==> config.mk <==
export PLATFORM = sky130hd
export DESIGN_NAME = uart_frame_parser
export DESIGN_NICKNAME = d
export VERILOG_FILES = /design/src/rtl/uart_frame_parser_pkg.sv /design/src/rtl/uart_frame_parser.sv
export SDC_FILE = /design/constraint.sdc
export NUM_CORES = 1
export LEC_CHECK = 0
export ABC_AREA = 1
export CORE_ASPECT_RATIO = 0.5
export CORE_UTILIZATION = 52
export CTS_BUF_LIST = sky130_fd_sc_hd__clkbuf_4 sky130_fd_sc_hd__clkbuf_8
export DETAILED_ROUTE_END_ITERATION = 10
export GPL_TIMING_DRIVEN = 0
export PLACE_DENSITY = 0.78
export SKIP_CTS_REPAIR_TIMING = 1
export SLEW_MARGIN = 10
export SYNTH_ARGS = -nofsm -noshare
export SYNTH_HDL_FRONTEND = slang
export SYNTH_SLANG_ARGS = --single-unit
==> constraint.sdc <==
create_clock -name clk -period 2 [get_ports clk]
set_input_delay 0.3 -clock clk [delete_from_list [all_inputs] [get_ports clk]]
set_output_delay 0.3 -clock clk [all_outputs]
set_load 0.1 [all_outputs]
==> src/rtl/uart_frame_parser_pkg.sv <==
// ---------------------------------------------------------------------------
// uart_frame_parser_pkg
// Shared constants for the UART command-frame parser:
//   - frame delimiters (header / terminator byte values)
//   - operation codes carried in the sel byte
//   - error-code enumeration reported on error_code
// ---------------------------------------------------------------------------
package uart_frame_parser_pkg;

   localparam logic [7:0] HDR_BYTE  = 8'h0C;
   localparam logic [7:0] TERM_BYTE = 8'hFF;

   localparam logic [2:0] SEL_ADD = 3'd1;
   localparam logic [2:0] SEL_SUB = 3'd2;
   localparam logic [2:0] SEL_MUL = 3'd3;
   localparam logic [2:0] SEL_DIV = 3'd4;

   typedef enum logic [1:0] {
      ERR_NONE    = 2'd0,
      ERR_TERM    = 2'd1,
      ERR_SEL     = 2'd2,
      ERR_TIMEOUT = 2'd3
   } err_code_t;

endpackage

==> src/rtl/uart_frame_parser.sv <==
// ---------------------------------------------------------------------------
// uart_frame_parser
// Assembles 5-byte command frames (0x0C, number1, number2, sel, 0xFF) from a
// UART receiver byte stream and presents the validated operands with a
// valid/ready handshake.
//
// Ports
//   clk          in   clock, rising edge
//   reset        in   asynchronous active-high reset
//   rx_data      in   received byte, qualified by rx_done
//   rx_done      in   one-cycle strobe per received byte
//   frame_valid  out  operands valid and held stable
//   frame_ready  in   consumer takes the frame on frame_valid & frame_ready
//   number1      out  first operand
//   number2      out  second operand
//   sel          out  operation code (1 ADD, 2 SUB, 3 MUL, 4 DIV)
//   frame_error  out  one-cycle pulse per rejected frame
//   error_code   out  cause of last rejection, held until next error/reset
//   overrun      out  sticky: a byte arrived while a frame was being held
// ---------------------------------------------------------------------------
module uart_frame_parser
   import uart_frame_parser_pkg::*;
#(
   parameter int DBITS          = 8,
   parameter int TIMEOUT_CYCLES = 50000,
   parameter int TO_BITS        = 16
) (
   input  logic             clk,
   input  logic             reset,
   input  logic [DBITS-1:0] rx_data,
   input  logic             rx_done,
   output logic             frame_valid,
   input  logic             frame_ready,
   output logic [DBITS-1:0] number1,
   output logic [DBITS-1:0] number2,
   output logic [2:0]       sel,
   output logic             frame_error,
   output logic [1:0]       error_code,
   output logic             overrun
);

   typedef enum logic [2:0] {
      S_IDLE,
      S_GET_N1,
      S_GET_N2,
      S_GET_SEL,
      S_GET_END,
      S_HOLD
   } state_t;

   state_t           r_state;
   state_t           w_state_nxt;

   // Staging registers: hold the frame under construction so that the
   // visible operands only change once the whole frame has been validated.
   logic [DBITS-1:0] r_n1_stg;
   logic [DBITS-1:0] r_n2_stg;
   logic [DBITS-1:0] r_sel_stg;

   logic [TO_BITS-1:0] r_to_cnt;

   logic [DBITS-1:0] r_number1;
   logic [DBITS-1:0] r_number2;
   logic [2:0]       r_sel;
   logic             r_frame_error;
   err_code_t        r_error_code;
   logic             r_overrun;

   logic             w_busy;
   logic             w_timeout;
   logic             w_is_hdr;
   logic             w_is_term;
   logic             w_sel_ok;
   logic             w_load;
   logic             w_err;
   err_code_t        w_err_code;
   logic             w_frame_valid;

   assign w_busy    = (r_state == S_GET_N1) || (r_state == S_GET_N2) ||
                      (r_state == S_GET_SEL) || (r_state == S_GET_END);
   assign w_is_hdr  = (rx_data == DBITS'(HDR_BYTE));
   assign w_is_term = (rx_data == DBITS'(TERM_BYTE));
   // The whole sel byte must be 1..4, not just its low three bits.
   assign w_sel_ok  = (r_sel_stg >= DBITS'(SEL_ADD)) &&
                      (r_sel_stg <= DBITS'(SEL_DIV));
   // A byte arriving in the same cycle as the limit cancels the timeout.
   assign w_timeout = w_busy && !rx_done &&
                      (r_to_cnt >= TO_BITS'(TIMEOUT_CYCLES));

   // ---------------- state register ----------------
   always_ff @(posedge clk or posedge reset) begin
      if (reset) r_state <= S_IDLE;
      else       r_state <= w_state_nxt;
   end

   // ---------------- next-state logic ----------------
   always_comb begin
      w_state_nxt = r_state;
      if (w_timeout) begin
         w_state_nxt = S_IDLE;
      end else begin
         case (r_state)
            S_IDLE:    if (rx_done && w_is_hdr) w_state_nxt = S_GET_N1;
            S_GET_N1:  if (rx_done) w_state_nxt = S_GET_N2;
            S_GET_N2:  if (rx_done) w_state_nxt = S_GET_SEL;
            S_GET_SEL: if (rx_done) w_state_nxt = S_GET_END;
            S_GET_END: if (rx_done) w_state_nxt = (w_is_term && w_sel_ok) ? S_HOLD : S_IDLE;
            S_HOLD:    if (frame_ready) w_state_nxt = S_IDLE;
            default:   w_state_nxt = S_IDLE;
         endcase
      end
   end

   // ---------------- output / control logic ----------------
   always_comb begin
      w_frame_valid = (r_state == S_HOLD);
      w_load        = 1'b0;
      w_err         = 1'b0;
      w_err_code    = ERR_NONE;
      if (w_timeout) begin
         w_err      = 1'b1;
         w_err_code = ERR_TIMEOUT;
      end else if (r_state == S_GET_END && rx_done) begin
         if (!w_is_term) begin
            w_err      = 1'b1;
            w_err_code = ERR_TERM;
         end else if (!w_sel_ok) begin
            w_err      = 1'b1;
            w_err_code = ERR_SEL;
         end else begin
            w_load     = 1'b1;
         end
      end
   end

   // Inter-byte timeout counter: idle outside the receive states, cleared by
   // every byte, saturating so a long stall can never wrap back under the limit.
   always_ff @(posedge clk or posedge reset) begin
      if (reset)                  r_to_cnt <= '0;
      else if (!w_busy || rx_done) r_to_cnt <= '0;
      else if (r_to_cnt != '1)     r_to_cnt <= r_to_cnt + 1'b1;
   end

   always_ff @(posedge clk or posedge reset) begin
      if (reset) begin
         r_n1_stg  <= '0;
         r_n2_stg  <= '0;
         r_sel_stg <= '0;
      end else if (rx_done) begin
         if (r_state == S_GET_N1)  r_n1_stg  <= rx_data;
         if (r_state == S_GET_N2)  r_n2_stg  <= rx_data;
         if (r_state == S_GET_SEL) r_sel_stg <= rx_data;
      end
   end

   always_ff @(posedge clk or posedge reset) begin
      if (reset) begin
         r_number1     <= '0;
         r_number2     <= '0;
         r_sel         <= '0;
         r_frame_error <= 1'b0;
         r_error_code  <= ERR_NONE;
         r_overrun     <= 1'b0;
      end else begin
         if (w_load) begin
            r_number1 <= r_n1_stg;
            r_number2 <= r_n2_stg;
            r_sel     <= r_sel_stg[2:0];
         end
         r_frame_error <= w_err;
         if (w_err) r_error_code <= w_err_code;
         // Bytes seen while holding are dropped, even on the consume cycle.
         if (r_state == S_HOLD && rx_done) r_overrun <= 1'b1;
      end
   end

   assign frame_valid = w_frame_valid;
   assign number1     = r_number1;
   assign number2     = r_number2;
   assign sel         = r_sel;
   assign frame_error = r_frame_error;
   assign error_code  = r_error_code;
   assign overrun     = r_overrun;

endmodule
Word level (Yosys, flattened, before mapping)

Index checks and enable logic that the tools add are counted.

Register bits after elaboration: 66
Output and inout port bits: 24
Word-level logic and storage cells: 71

Mux-type cells: 23
Reduce and logical (&&, ||, !) cells: 19
$add $sub $neg: 1
$lt $le $gt $ge: 3
Equality and inequality tests: 14

Operators with widths:

| kind                  | count |
|---|---|
| $mux 16               | 2 |
| $mux 3                | 8 |
| $pmux 3 s6            | 1 |
| $add 16x1->16 const B | 1 |
| $ge 16x16->1 const B  | 1 |
| $ne 16x16->1 const B  | 1 |
| $ne 3x3->1 const B    | 5 |
| $eq 8x4->1 const B    | 1 |
| $eq 8x8->1 const B    | 1 |
| $ge 8x1->1 const B    | 1 |
| $le 8x3->1 const B    | 1 |
| $mux 1                | 8 |
| $mux 2                | 4 |
| $logic_and 1x1->1     | 7 |
| $eq 3x2->1 const B    | 2 |
| $eq 3x3->1 const B    | 2 |
| $reduce_and 2->1      | 3 |
| $reduce_and 6->1      | 1 |
| $logic_or 1x1->1      | 4 |
| $eq 3x1->1 const B    | 1 |
| $logic_not 3->1       | 1 |
| $ne 3x1->1 const B    | 1 |
| $logic_not 1->1       | 2 |
| $reduce_bool 2->1     | 1 |

Longest topological paths before layout

Depth in word-level cells: 8
Mapped depth: 9
Depth with buffers taken out: 9

Least setup slack after synthesis

OpenSTA, ideal clock, no wires.

Path type: register to output
Start: reg r_state[2]
End: out frame_valid
Stages on the path, launching flop included: 3
Data arrival time: 2593 ps
Path buffers: 0
Slack: -893 ps
Cell sequence: dfrtp_1 > inv_2 > nor3_1

Longest elaborated chain between the ends: 1

Ends and longest elaborated chain:

| what                   | line                     | source |
|---|---|---|
| start, declared        | uart_frame_parser.sv:51  | `state_t r_state;` |
| start signal, assigned | uart_frame_parser.sv:93  | `else r_state <= w_state_nxt;` |
| $eq 3x3->1             | uart_frame_parser.sv:116 | `w_frame_valid = (r_state == S_HOLD);` |
| end, declared          | uart_frame_parser.sv:32  | `output logic frame_valid,` |

No other way between the ends.

Worst setup path after layout

Same ends and word-level chain as after synthesis.

==> results by group <==
Finish
  – Filler cells: between 400 and 500
  – Area Overhead vs Synth: 22.56%
  – Layout cell share with drive strength beyond 1: 0.1488
  – Non-filler cells, final: between 500 and 600
  – Fin nets: roughly 440
  – N_diodes: 0

Logic synthesis
  – Top cell type by total area after synthesis: dfrtp_1
  – Post-Syn Area: 3151 um2
  – Most common cell in the netlist: nand2_1
  – Ys async rst share: 1.000
  – FF+latch count, synth: 66
  – Synth Warn #: 0
  – Synth Instances: about 380
  – Yosys top cell area share: 0.5242
  – Syn_nets: ~390
  – Synth unique cells: 28
  – Post-synth EDFFs: 0
  – Post-Syn Area per Cell: 8.313 um2
  – Main flop type after synthesis: dfrtp_1
  – Synth cell count leaders: 107 x nand2_1, 66 x dfrtp_1, 46 x inv_1, 33 x nand3_1, 26 x o21ai_0
  – Synth top area cells: dfrtp_1 52%, nand2_1 13%, inv_1 5.5%
  – Register area share after synthesis: 0.5242

Min path
  – Min-Delay Path Class: input pin to asynchronous set/reset pin

Flow run
  – Total of max-cap violations: 0

Pwr
  – Total power: approximately 0.0043 W
  – PD cells: roughly 1100 nW/um2
  – Worst vdd ir: 0.0006760 V
  – P_leak: 2.312 nW

Timing
  – Max_slew headroom: 0.3462
  – Min Clock Period, post-route: 1.937 ns
  – Achievable frequency: between 0.5 and 0.6 GHz
  – Worst hold margin: around 0.44 ns
  – RSZ-0062 raised after global routing: false
  – Final Hold Violating Endpoints: 0
  – Final Slew Violations: 0
  – Worst-Margin Slew: approximately 0.98 ns
  – Clock skew: around 0.0084 ns
  – Accumulated negative setup slack: 0 ns
  – # setup viols final: 0
  – Tcrit/Tclk final: 0.9685

Clock network
  – Num Clock Sinks: 66
  – CTS tree: done
  – CTS buffer count: 9
  – CTS clk-pin slew, worst paths: 0.07 ns
  – CTS Buffer Depth: 2
  – Clk_lat worst skew: 0.35 ns
  – Clk root buf: clkbuf_8
  – Number of H-tree levels: 3

GRT
  – Vias in the first global route: approximately 2500
  – Total Routing Usage GR: 0.2288
  – GRT overflow: 0
  – First-pass GRT wire length: 11.05 mm
  – Pin count of the biggest net entering global routing: 67
  – Initial antenna violation count: 0

Placement
  – Gp weighted congestion: roughly 0.86
  – Placed cells: 487
  – IO buf count: 35
  – HPWL Detailed: ~4.6 mm

Worst setup path
  – CP startpoint: r_state[2]
  – Worst EP arrival: approximately 1.6 ns
  – FF-to-FF path depth: 6
  – Critical path class: flop to output pin
  – Worst r2r src: r_to_cnt[1]
  – CP max stage cell: dfrtp_1
  – CP endpoint kind: output pin
  – Worst Setup Start Kind: flop
  – FF-to-FF setup slack: 0.33 ns
  – Crit path to: frame_valid
  – Worst-path fanout max: 6
  – Max stage delay on crit path: between 0.4 and 0.5 ns
  – CP required: around 1.7 ns
  – Reg-to-reg critical path endpoint: r_to_cnt[15]
  – CP Cell Sequence: inv_2 -> nor3_4 -> clkbuf_2

Floorplan
  – Die width: approximately 110 um
  – Total core area: 5658 um2
  – Ports: 36
  – Die height: roughly 57 um
  – Total Die Area: between 6000 and 7000 um2
  – Row Count: 19
  – Initial core utilization: 0.5568

Routing
  – ANT nets after route: 0
  – Drt drc: 3
  – Drt initial violations: about 160
  – Vias per cell: ~5.2
  – Total Wirelength: around 6.6 mm
  – DR WL/cell: ~13 um
  – Drt pass-1 iters: 8
  – Vias: around 2600

Run status
  – Status: finished with violations
  – Failing checks: DRC
==> sequential cells by signal, indices dropped and copies added (netlist names), 2 cells and up <==
register	count
error_code	2
number1	8
number2	8
r_n1_stg	8
r_n2_stg	8
r_sel_stg	8
r_state	3
r_to_cnt	16
sel	3
==> per-layer routing <==
layer / vias to the layer above / wire length [um] / track usage
met5: - / 0 / 0
met3: 4 / 382 / 0.09352
met1: 1267 / 3015 / 0.2852
li1: 1303 / - / -
met2: 58 / 3175 / 0.3789
met4: 0 / 27 / 0.05524
==> power breakdown <==
group	total (W)	internal [W]	switching, W	leakage (nW)
Combinational	0.00135	0.000392	0.000954	1.33
Clock	0.00115	0.000611	0.000538	0.103
Sequential	0.00185	0.00164	0.000209	0.875
Total	0.00434	0.00264	0.00170	2.31
==> logic make-up after synthesis <==
kind of cell / synth area share
buffers and inverters: 0.07784
flip-flops: 0.5242
AO/OA/AOI/OAI: 0.09928
adder cells (fa/ha/maj): 0.007942
AND/OR/NAND/NOR: 0.2907
==> through the flow <==
stage	setup WS, ns	instance area (um2)	util
after detailed placement	-0.2110	3606	0.6373
after CTS	-0.6054	3809	0.6732
after global placement	-0.9526	3603	0.6369
final	0.06309	3861	0.6824
after global routing	0.009142	3861	0.6824
after floorplan	0.04519	3162	-
==> layout by cell type (no fill, tap or decap), types with 2 or more instances in the layout <==
master | netlist | routed
inv_1 | 46 | 45
dlymetal6s2s_1 | 0 | 23
nand3_2 | 2 | 2
nor2_2 | 2 | 2
dfrtp_1 | 66 | 66
o21ai_0 | 26 | 26
nor3_1 | 3 | 2
ha_1 | 2 | 2
clkdlybuf4s50_1 | 0 | 11
nand3b_1 | 2 | 2
clkbuf_8 | 0 | 10
clkbuf_1 | 2 | 2
o21ai_2 | 10 | 10
or2_2 | 6 | 6
inv_2 | 3 | 3
buf_6 | 3 | 3
nand3_1 | 33 | 33
nand4_1 | 7 | 7
o21ai_1 | 13 | 13
clkinv_2 | 0 | 2
nand2_2 | 10 | 10
buf_2 | 4 | 4
nor2_1 | 24 | 24
nand2_1 | 107 | 107
==> worst min-delay path by stage <==
stage / from / slack [ns] / endpoint / cells past startpoint
after floorplan: r_sel_stg[3] / 0.44 / r_sel_stg[3] / 2
after global placement: overrun / 0.45 / overrun / 1
after detailed placement: overrun / 0.46 / overrun / 1
after CTS: overrun / 0.47 / overrun / 1
after global routing: overrun / 0.49 / overrun / 1
final: reset / 0.44 / r_sel_stg[1] / 2
==> worst max-delay path: cells and delay by family, from the launching register on <==
| kind | cells | cell delay [ns] |
|---|---|---|
| buf+inv | 2 | 0.62 |
| flops | 1 | 0.48 |
| simple gates | 1 | 0.18 |
==> final cells by class <==
class                           instances  area [um2]  area share
Buffer                                  9       61.31     0.01588
Clock buffer                           10       137.6     0.03564
Clock inverter                          6       65.06     0.01685
Inverter                               49       186.4     0.04828
Multi-Input combinational cell        255        1265      0.3276
Sequential cell                        66        1652      0.4277
Tap cell                               73       91.34     0.02366
Timing Repair Buffer                   35       402.9      0.1043
(Power assumes the default switching activity.)
